$ cat src/rtl/activation_unit_if.sv
// Handshake/data bundle for activation_unit; lr_sat_count_out is present only
// when ACT_SAT_COUNT_EN is defined.
interface activation_unit_if #(
    parameter int unsigned N_COLS = 4,
    parameter int unsigned DATA_W = 16
);
    logic                       lr_cfg_wr_in;
    logic [1:0]                 lr_mode_in;
    logic [DATA_W-1:0]          lr_leak_factor_in;
    logic [N_COLS-1:0]          lr_valid_in;
    logic [N_COLS*DATA_W-1:0]   lr_data_in;
    logic                       lr_ready_out;
    logic [N_COLS-1:0]          lr_valid_out;
    logic [N_COLS*DATA_W-1:0]   lr_data_out;
    logic                       lr_cfg_pending_out;
`ifdef ACT_SAT_COUNT_EN
    logic [31:0]                lr_sat_count_out;

    modport slave (
        input  lr_cfg_wr_in, lr_mode_in, lr_leak_factor_in, lr_valid_in, lr_data_in,
        output lr_ready_out, lr_valid_out, lr_data_out, lr_cfg_pending_out, lr_sat_count_out
    );
    modport master (
        output lr_cfg_wr_in, lr_mode_in, lr_leak_factor_in, lr_valid_in, lr_data_in,
        input  lr_ready_out, lr_valid_out, lr_data_out, lr_cfg_pending_out, lr_sat_count_out
    );
`else
    modport slave (
        input  lr_cfg_wr_in, lr_mode_in, lr_leak_factor_in, lr_valid_in, lr_data_in,
        output lr_ready_out, lr_valid_out, lr_data_out, lr_cfg_pending_out
    );
    modport master (
        output lr_cfg_wr_in, lr_mode_in, lr_leak_factor_in, lr_valid_in, lr_data_in,
        input  lr_ready_out, lr_valid_out, lr_data_out, lr_cfg_pending_out
    );
`endif
endinterface

$ cat src/rtl/activation_unit.sv
// Two-stage per-lane passthrough / ReLU / leaky-ReLU with drain-synchronised config.
// Optional saturation event counter enabled by ACT_SAT_COUNT_EN.
module activation_unit #(
    parameter int unsigned N_COLS = 4,
    parameter int unsigned DATA_W = 16,
    parameter int unsigned FRAC_W = 8
) (
    input logic              clk,
    input logic              rst,
    activation_unit_if.slave lr
);
    localparam int unsigned PROD_W = 2 * DATA_W;
    localparam logic signed [PROD_W-1:0] ROUND = PROD_W'(1) << (FRAC_W - 1);
    localparam logic signed [PROD_W-1:0] MAX_Y = (PROD_W'(1) << (DATA_W - 1)) - PROD_W'(1);
    localparam logic signed [PROD_W-1:0] MIN_Y = -(PROD_W'(1) << (DATA_W - 1));

    typedef enum logic [1:0] {
        MODE_PASS  = 2'b00,
        MODE_RELU  = 2'b01,
        MODE_LEAKY = 2'b10,
        MODE_RSVD  = 2'b11
    } mode_e;

    mode_e                     act_mode_q, act_mode_d, shd_mode_q, shd_mode_d;
    logic signed [DATA_W-1:0]  act_leak_q, act_leak_d, shd_leak_q, shd_leak_d;
    logic                      cfg_pending_q, cfg_pending_d;
    logic                      ready, apply;
    logic [N_COLS-1:0]         accept;

    logic [N_COLS-1:0]         s1_valid_q, s1_valid_d;
    logic signed [DATA_W-1:0]  s1_x_q    [N_COLS];
    logic signed [DATA_W-1:0]  s1_x_d    [N_COLS];
    logic signed [PROD_W-1:0]  s1_prod_q [N_COLS];
    logic signed [PROD_W-1:0]  s1_prod_d [N_COLS];
    mode_e                     s1_mode_q, s1_mode_d;

    logic signed [PROD_W-1:0]  lane_rnd  [N_COLS];
    logic [N_COLS-1:0]         lane_neg, lane_sat_hi, lane_sat_lo;

    logic [N_COLS-1:0]         s2_valid_q, s2_valid_d;
    logic signed [DATA_W-1:0]  s2_data_q [N_COLS];
    logic signed [DATA_W-1:0]  s2_data_d [N_COLS];

    // Config only moves shadow -> active once both stages are empty, so a
    // beat never sees a configuration change between its two stages.
    always_comb begin
        apply         = cfg_pending_q && (s1_valid_q == '0) && (s2_valid_q == '0);
        act_mode_d    = act_mode_q;
        act_leak_d    = act_leak_q;
        shd_mode_d    = shd_mode_q;
        shd_leak_d    = shd_leak_q;
        cfg_pending_d = cfg_pending_q;
        if (apply) begin
            act_mode_d    = shd_mode_q;
            act_leak_d    = shd_leak_q;
            cfg_pending_d = 1'b0;
        end
        if (lr.lr_cfg_wr_in) begin
            shd_mode_d    = mode_e'(lr.lr_mode_in);
            shd_leak_d    = lr.lr_leak_factor_in;
            cfg_pending_d = 1'b1;
        end
    end

    always_comb begin
        ready      = !cfg_pending_q;
        accept     = lr.lr_valid_in & {N_COLS{ready}};
        s1_valid_d = accept;
        s1_mode_d  = act_mode_q;
        for (int unsigned i = 0; i < N_COLS; i++) begin
            s1_x_d[i]    = accept[i] ? lr.lr_data_in[i*DATA_W +: DATA_W] : '0;
            s1_prod_d[i] = PROD_W'(s1_x_d[i]) * PROD_W'(act_leak_q);
        end
    end

    always_comb begin
        s2_valid_d = s1_valid_q;
        for (int unsigned i = 0; i < N_COLS; i++) begin
            lane_rnd[i]    = (s1_prod_q[i] + ROUND) >>> FRAC_W;
            lane_sat_hi[i] = lane_rnd[i] > MAX_Y;
            lane_sat_lo[i] = lane_rnd[i] < MIN_Y;
            lane_neg[i]    = s1_x_q[i][DATA_W-1];
            s2_data_d[i]   = s1_x_q[i];
            if (lane_neg[i] && s1_mode_q == MODE_RELU) begin
                s2_data_d[i] = '0;
            end else if (lane_neg[i] && s1_mode_q == MODE_LEAKY) begin
                if (lane_sat_hi[i])      s2_data_d[i] = MAX_Y[DATA_W-1:0];
                else if (lane_sat_lo[i]) s2_data_d[i] = MIN_Y[DATA_W-1:0];
                else                     s2_data_d[i] = lane_rnd[i][DATA_W-1:0];
            end
            if (!s1_valid_q[i]) s2_data_d[i] = '0;
        end
    end

    always_ff @(posedge clk) begin
        if (rst) begin
            act_mode_q    <= MODE_RELU;
            act_leak_q    <= '0;
            shd_mode_q    <= MODE_RELU;
            shd_leak_q    <= '0;
            cfg_pending_q <= 1'b0;
            s1_valid_q    <= '0;
            s1_mode_q     <= MODE_RELU;
            s2_valid_q    <= '0;
            for (int unsigned i = 0; i < N_COLS; i++) begin
                s1_x_q[i]    <= '0;
                s1_prod_q[i] <= '0;
                s2_data_q[i] <= '0;
            end
        end else begin
            act_mode_q    <= act_mode_d;
            act_leak_q    <= act_leak_d;
            shd_mode_q    <= shd_mode_d;
            shd_leak_q    <= shd_leak_d;
            cfg_pending_q <= cfg_pending_d;
            s1_valid_q    <= s1_valid_d;
            s1_mode_q     <= s1_mode_d;
            s2_valid_q    <= s2_valid_d;
            for (int unsigned i = 0; i < N_COLS; i++) begin
                s1_x_q[i]    <= s1_x_d[i];
                s1_prod_q[i] <= s1_prod_d[i];
                s2_data_q[i] <= s2_data_d[i];
            end
        end
    end

    always_comb begin
        lr.lr_data_out = '0;
        for (int unsigned i = 0; i < N_COLS; i++) begin
            lr.lr_data_out[i*DATA_W +: DATA_W] = s2_data_q[i];
        end
    end

    assign lr.lr_ready_out       = ready;
    assign lr.lr_valid_out       = s2_valid_q;
    assign lr.lr_cfg_pending_out = cfg_pending_q;

`ifdef ACT_SAT_COUNT_EN
    logic [N_COLS-1:0] s2_sat_q, s2_sat_d;
    logic [31:0]       sat_cnt_q, sat_cnt_d;
    logic [32:0]       sat_sum;

    // Clamp flags travel with the beat; the counter adds them one edge later.
    always_comb begin
        for (int unsigned i = 0; i < N_COLS; i++) begin
            s2_sat_d[i] = s1_valid_q[i] && lane_neg[i] && (s1_mode_q == MODE_LEAKY)
                          && (lane_sat_hi[i] || lane_sat_lo[i]);
        end
        sat_sum = {1'b0, sat_cnt_q};
        for (int unsigned i = 0; i < N_COLS; i++) begin
            sat_sum = sat_sum + 33'(s2_sat_q[i]);
        end
        sat_cnt_d = sat_sum[32] ? '1 : sat_sum[31:0];
    end

    always_ff @(posedge clk) begin
        if (rst) begin
            s2_sat_q  <= '0;
            sat_cnt_q <= '0;
        end else begin
            s2_sat_q  <= s2_sat_d;
            sat_cnt_q <= sat_cnt_d;
        end
    end

    assign lr.lr_sat_count_out = sat_cnt_q;
`endif
endmodule
$ cat src/flat_wrapper.sv
// flat-port wrapper written by rule: the top's interface ports become plain ports
module activation_unit_flat 
#(
    parameter int unsigned N_COLS = 4,
    parameter int unsigned DATA_W = 16,
    parameter int unsigned FRAC_W = 8
)
  (clk, rst, lr_lr_cfg_wr_in, lr_lr_mode_in, lr_lr_leak_factor_in, lr_lr_valid_in, lr_lr_data_in, lr_lr_ready_out, lr_lr_valid_out, lr_lr_data_out, lr_lr_cfg_pending_out);
  activation_unit_if #(.N_COLS(N_COLS), .DATA_W(DATA_W)) lr_i ();
  input logic clk;
  input logic rst;
  input wire logic [$bits(lr_i.lr_cfg_wr_in)-1:0] lr_lr_cfg_wr_in;
  input wire logic [$bits(lr_i.lr_mode_in)-1:0] lr_lr_mode_in;
  input wire logic [$bits(lr_i.lr_leak_factor_in)-1:0] lr_lr_leak_factor_in;
  input wire logic [$bits(lr_i.lr_valid_in)-1:0] lr_lr_valid_in;
  input wire logic [$bits(lr_i.lr_data_in)-1:0] lr_lr_data_in;
  output wire logic [$bits(lr_i.lr_ready_out)-1:0] lr_lr_ready_out;
  output wire logic [$bits(lr_i.lr_valid_out)-1:0] lr_lr_valid_out;
  output wire logic [$bits(lr_i.lr_data_out)-1:0] lr_lr_data_out;
  output wire logic [$bits(lr_i.lr_cfg_pending_out)-1:0] lr_lr_cfg_pending_out;
  assign lr_i.lr_cfg_wr_in = lr_lr_cfg_wr_in;
  assign lr_i.lr_mode_in = lr_lr_mode_in;
  assign lr_i.lr_leak_factor_in = lr_lr_leak_factor_in;
  assign lr_i.lr_valid_in = lr_lr_valid_in;
  assign lr_i.lr_data_in = lr_lr_data_in;
  assign lr_lr_ready_out = lr_i.lr_ready_out;
  assign lr_lr_valid_out = lr_i.lr_valid_out;
  assign lr_lr_data_out = lr_i.lr_data_out;
  assign lr_lr_cfg_pending_out = lr_i.lr_cfg_pending_out;
  activation_unit #(.N_COLS(N_COLS), .DATA_W(DATA_W), .FRAC_W(FRAC_W)) u_core (.clk(clk), .rst(rst), .lr(lr_i));
endmodule
$ cat config.mk
export PLATFORM = sky130hd
export DESIGN_NAME = activation_unit_flat
export DESIGN_NICKNAME = d
export VERILOG_FILES = /design/src/rtl/activation_unit_if.sv /design/src/rtl/activation_unit.sv /design/src/flat_wrapper.sv
export SDC_FILE = /design/constraint.sdc
export NUM_CORES = 2
export LEC_CHECK = 0
export ABC_AREA = 1
export BUFFER_PORTS_ARGS = -buffer_cell sky130_fd_sc_hd__buf_2
export CAP_MARGIN = 15
export CORE_MARGIN = 2
export CORE_UTILIZATION = 54
export DETAILED_ROUTE_END_ITERATION = 10
export PLACE_DENSITY = 0.76
export SYNTH_ARGS = -nofsm -noshare
export SYNTH_HDL_FRONTEND = slang
export SYNTH_SLANG_ARGS = --single-unit
$ cat constraint.sdc
create_clock -name clk -period 18.3 [get_ports clk]
set_input_delay 1.83 -clock clk [delete_from_list [all_inputs] [get_ports clk]]
set_output_delay 1.83 -clock clk [all_outputs]
set_load 0.05 [all_outputs]
## After elaboration in Yosys (flattened, before gate mapping)

Memories as Yosys holds them, arrays and structs flattened.
Cells that the tools add are included.

- ROM bits: 0
- Output and inout port bits: 70
- Input port bits: 89
- Bits in writable memories: 256
- Logic and storage cells: 97
- Memories: 3
- Flip-flop bits (word level): 47
- Bits in latches: 0

Memory list:

| memory | words | bits a word | rd ports | clocked after Yosys merged registers in | wr ports | line | RTL |
|---|---|---|---|---|---|---|---|
| u_core.s1_prod_q | 4 | 32 | 4 | 0 | 4 | activation_unit.sv:33 | `logic signed [PROD_W-1:0] s1_prod_q [N_COLS];` |
| u_core.s1_x_q | 4 | 16 | 4 | 0 | 4 | activation_unit.sv:31 | `logic signed [DATA_W-1:0] s1_x_q [N_COLS];` |
| u_core.s2_data_q | 4 | 16 | 4 | 0 | 4 | activation_unit.sv:41 | `logic signed [DATA_W-1:0] s2_data_q [N_COLS];` |

- Shifts and indexed selects: 0
- Multiplexer cells: 41
- Reductions and logical operators: 14
- Add/subtract/negate cells: 4
- Equality and inequality tests: 2
- Bitwise gates (word level): 13
- Divide/modulo/power cells: 0
- Multipliers: 4
- Order comparisons: 8

Operator list:

| kind | count |
|---|---|
| $mux 16 | 32 |
| $add 32x9->32 const B | 4 |
| $mul 16x16->32 | 4 |
| $mux 32 | 4 |
| $gt 24x16->1 const B | 4 |
| $lt 24x16->1 const B | 4 |
| $or 1x1->1 | 12 |
| $logic_and 1x1->1 | 10 |
| $logic_not 4->1 | 2 |
| $mux 1 | 5 |
| $and 4x4->4 | 1 |
| $eq 2x1->1 const B | 1 |
| $eq 2x2->1 const B | 1 |
| $reduce_bool 2->1 | 1 |
| $logic_not 1->1 | 1 |

## Logic depth before layout (Yosys ltp)

- Depth after elaboration: 8
- Mapped depth: 32
- Mapped depth without buffers: 31

## Worst setup path after synthesis

OpenSTA, ideal clock, no wires.

- Path kind: in2reg
- Start point: input port lr_lr_valid_in[3]
- End point: memory u_core.s1_prod_q[0][121] (netlist name)
- Setup time: 0.128 ns
- Path buffers: 1
- Stages on the path: 27
- Slack: 10.946 ns
- Data required time: 18.172 ns
- Arrival time: 7.226 ns
- Cell sequence: inv_1 -> nor2_4 -> clkbuf_1 -> nand2_1 -> inv_1 -> nand2_1 -> fa_1 -> inv_1 -> fa_1 -> inv_1 -> fa_1 -> inv_1 -> fa_1 -> fa_1 -> inv_1 -> fa_1 -> inv_1 -> ha_1 -> a21oi_1 -> inv_1 -> a31oi_1 -> o21ai_0 -> a21oi_1 -> nand2_1 -> xor2_1 -> inv_1 -> nor2_1

RTL lines:

| what | line | RTL |
|---|---|---|
| from (decl) | flat_wrapper.sv:15 | `input wire logic [$bits(lr_i.lr_valid_in)-1:0] lr_lr_valid_in;` |
| to (decl) | activation_unit.sv:33 |  |

==> run metrics <==
CP Data Arrival Time=approximately 8.7 ns; Reg-to-Reg End=u_core.s1_prod_q[0][93]; largest net degree at the start of global routing=slightly below 80; Synth Register Bits=roughly 280; Pre-antenna DRT Iters=5; highest routed layer=met5; final net count=around 8000; die height=311 µm; worst slew pin tran=1.09 ns; power density cells=between 40 and 50 nW/µm²; gr ovfl total=0; Reg2Reg Depth=24; Clk Latency, worst-skew pair=~0.6 ns; Max Clock Skew=0.0380 ns; worst hold start=u_core.act_mode_q[0]; VDD IR max=0.0649 mV; Worst setup SP type=primary input; Std-Cell Rows=roughly 110; dpl ws=9.54 ns; max incr delay on CP=about 0.74 ns; fmax=between 100 and 150 MHz; initial antenna violation count=3; I/O pin cnt=roughly 160; Mapped Cells=about 6500; TritonCTS Sinks=275; Top FF cell, synth=dfxtp_1; max-cap viol count=0; LEAKAGE=around 28 nW; DR WL met3=14700 µm; CP Capture Type=register; Syn Nets=around 8000; Yosys warning total=0; RSZ-0062 raised after global routing=no; RR Startpoint=u_core.lr.lr_cfg_pending_out; postcts setup bufs=0; ratio of cells with drive above 1 in the final layout=0.0607; Slew Limit Fails=0; Routed WL=around 150000 µm; most numerous cell in the Yosys netlist=inv_1; IO Port Bufs=around 160; ys async rst share=0; Cell Area, Synth=between 50000 and 60000 µm²; Clock Pin Slew Worst Setup and Hold Paths=roughly 0.060 ns; Synth area leader=fa_1; synth unique cells=52; Core Area=93300 µm²; die area=96700 µm²; post-CTS sizing=0; 1st-iter DRT viols=roughly 3400; clock buffer depth=3; GRT Resource Usage Total=0.309; vias=42100; CTS tree=done; PnR worst setup slack=a little over 10 ns; # DRC=0; syn avg cell area=7.87 µm²; DIE WIDTH=just over 300 µm; Final ANT Viol Nets=0; H-tree depth=2; Final Hold Fails=0; Final Cycle Share=0.449; DPL Wire Length=117000 µm; Metal-1 WL=approximately 57000 µm; R2R setup slack=10.60 ns; WS Path Type=primary input to register; status=finished, final reports clean; first-pass GRT wire length=234000 µm; commonest cells in the netlist=inv_1 (1526), nand2_1 (1088), fa_1 (1044); cts-stage hold buffer count=0; routability cong.=0.980; crit-path cells=buf_2, inv_1, nor2_2, nand2_1, inv_1, nand2_1, fa_1, fa_1, fa_1, inv_1, fa_1, fa_1, inv_1, fa_1, inv_1, ha_1, a21oi_1, inv_1, a31oi_1, o21ai_0, a21oi_1, nand3_1, nand2_1, nor2_1; CTS buffer count=36; Synth top area share=0.411; Final min period=around 8.2 ns; WHS Path Cells=1; Synth area leaders=fa_1 (41%), inv_1 (11%), dfxtp_1 (11%), nand2_1 (8.0%), ha_1 (7.9%); Critical Path RT=18.77 ns; Initial Util=0.545; Hold EP=u_core.s1_mode_q[0]; CP Max Fanout=15; slew margin rel.=0.274; Hold Path Class=register to register; Critical path buffers and inverters=7; Seq/Total Area, Yosys=0.108; Worst path slowest cell=nand2_1; Total Neg Setup Slack=0 ns; Finish-stage setup viols=0; vias per cell=around 5.4; EDFF count, synth=0; area grow syn2layout=6.18%; WL/cell=between 15 and 20 µm; number of global-route vias before repair=between 40000 and 50000; CP top delay family=adder cells; Root Driver=clkbuf_16; Fin Hold WS=~0.45 ns; met2 wire length=68500 µm
## routing by layer
metal,GRT usage,vias up
met5,0,-
met4,0.122,2
met3,0.0780,389
met2,0.508,1940
met1,0.391,20600
li1,-,19100
## metrics by stage
step / utilization / cell area, µm² / instances / total power [mW]
final: 0.579 / 54000 / 7792 / 2.58
after global routing: 0.579 / 54000 / 7791 / 2.76
after CTS: 0.579 / 54000 / 7789 / 2.57
after detailed placement: 0.566 / 52800 / 7726 / 1.83
after global placement: 0.566 / 52800 / 7726 / 1.80
after floorplan: - / 50900 / 6463 / 1.50
## power by group
group / switching [mW] / internal [mW]
combinational: 0.745 / 0.376
clock: 0.309 / 0.427
sequential: 0.0611 / 0.657
total: 1.12 / 1.46
## area by class of cell
type                       count  area [µm²]
fill                        8490       39300
antenna                        3        7.51
sequential                   275        5510
timing repair buffer         204        1140
clock inverter                19         229
tap                         1254        1570
multi-input combinational   4433       38700
clock buffer                  44         971
inverter                    1560        5860
## cells in the final DEF, fill, tap and decap left out, types with 58 or more instances in the layout
cell,n
inv_1,1522
nand2_1,1088
fa_1,1044
nor2_1,947
ha_1,320
a21oi_1,298
dfxtp_1,268
o21ai_0,193
buf_2,157
nand3_1,129
xor2_1,58
## registers in the layout (all words and copies together), names as in the netlist
signal and cells:
u_core.s1_prod_q 100, u_core.s1_x_q 64, u_core.s2_data_q 64, u_core.act_leak_q 16, u_core.shd_leak_q 16, u_core.lr.lr_valid_out 4, u_core.s1_valid_q 4, u_core.act_mode_q 2
u_core.s1_mode_q 2, u_core.shd_mode_q 2, u_core.lr.lr_cfg_pending_out 1
## how the worst max path moves through the flow
stage	from	end	depth (start not counted)
after floorplan	lr_lr_valid_in[3]	u_core.s1_prod_q[0][121]	27
final	lr_lr_valid_in[1]	u_core.s1_prod_q[0][61]	24
after CTS	lr_lr_valid_in[1]	u_core.s1_prod_q[0][61]	24
after global placement	lr_lr_valid_in[1]	u_core.s1_prod_q[0][61]	26
after detailed placement	lr_lr_valid_in[1]	u_core.s1_prod_q[0][61]	24
after global routing	lr_lr_valid_in[1]	u_core.s1_prod_q[0][63]	23
## cell families (layout without fill, tap and decap cells)
kind of cell	Yosys count	after routing	share of synthesized area
and+or+nand+nor	2360	2360	0.189
buffers and inverters	1755	1827	0.130
adders and majority gates	1364	1364	0.489
AOI/OAI and AO/OA	608	608	0.0656
DFF	275	275	0.108
xor gates and xnor gates	101	101	0.0175
other	0	3	0
Note: power is estimated with default switching activity, not from simulation.
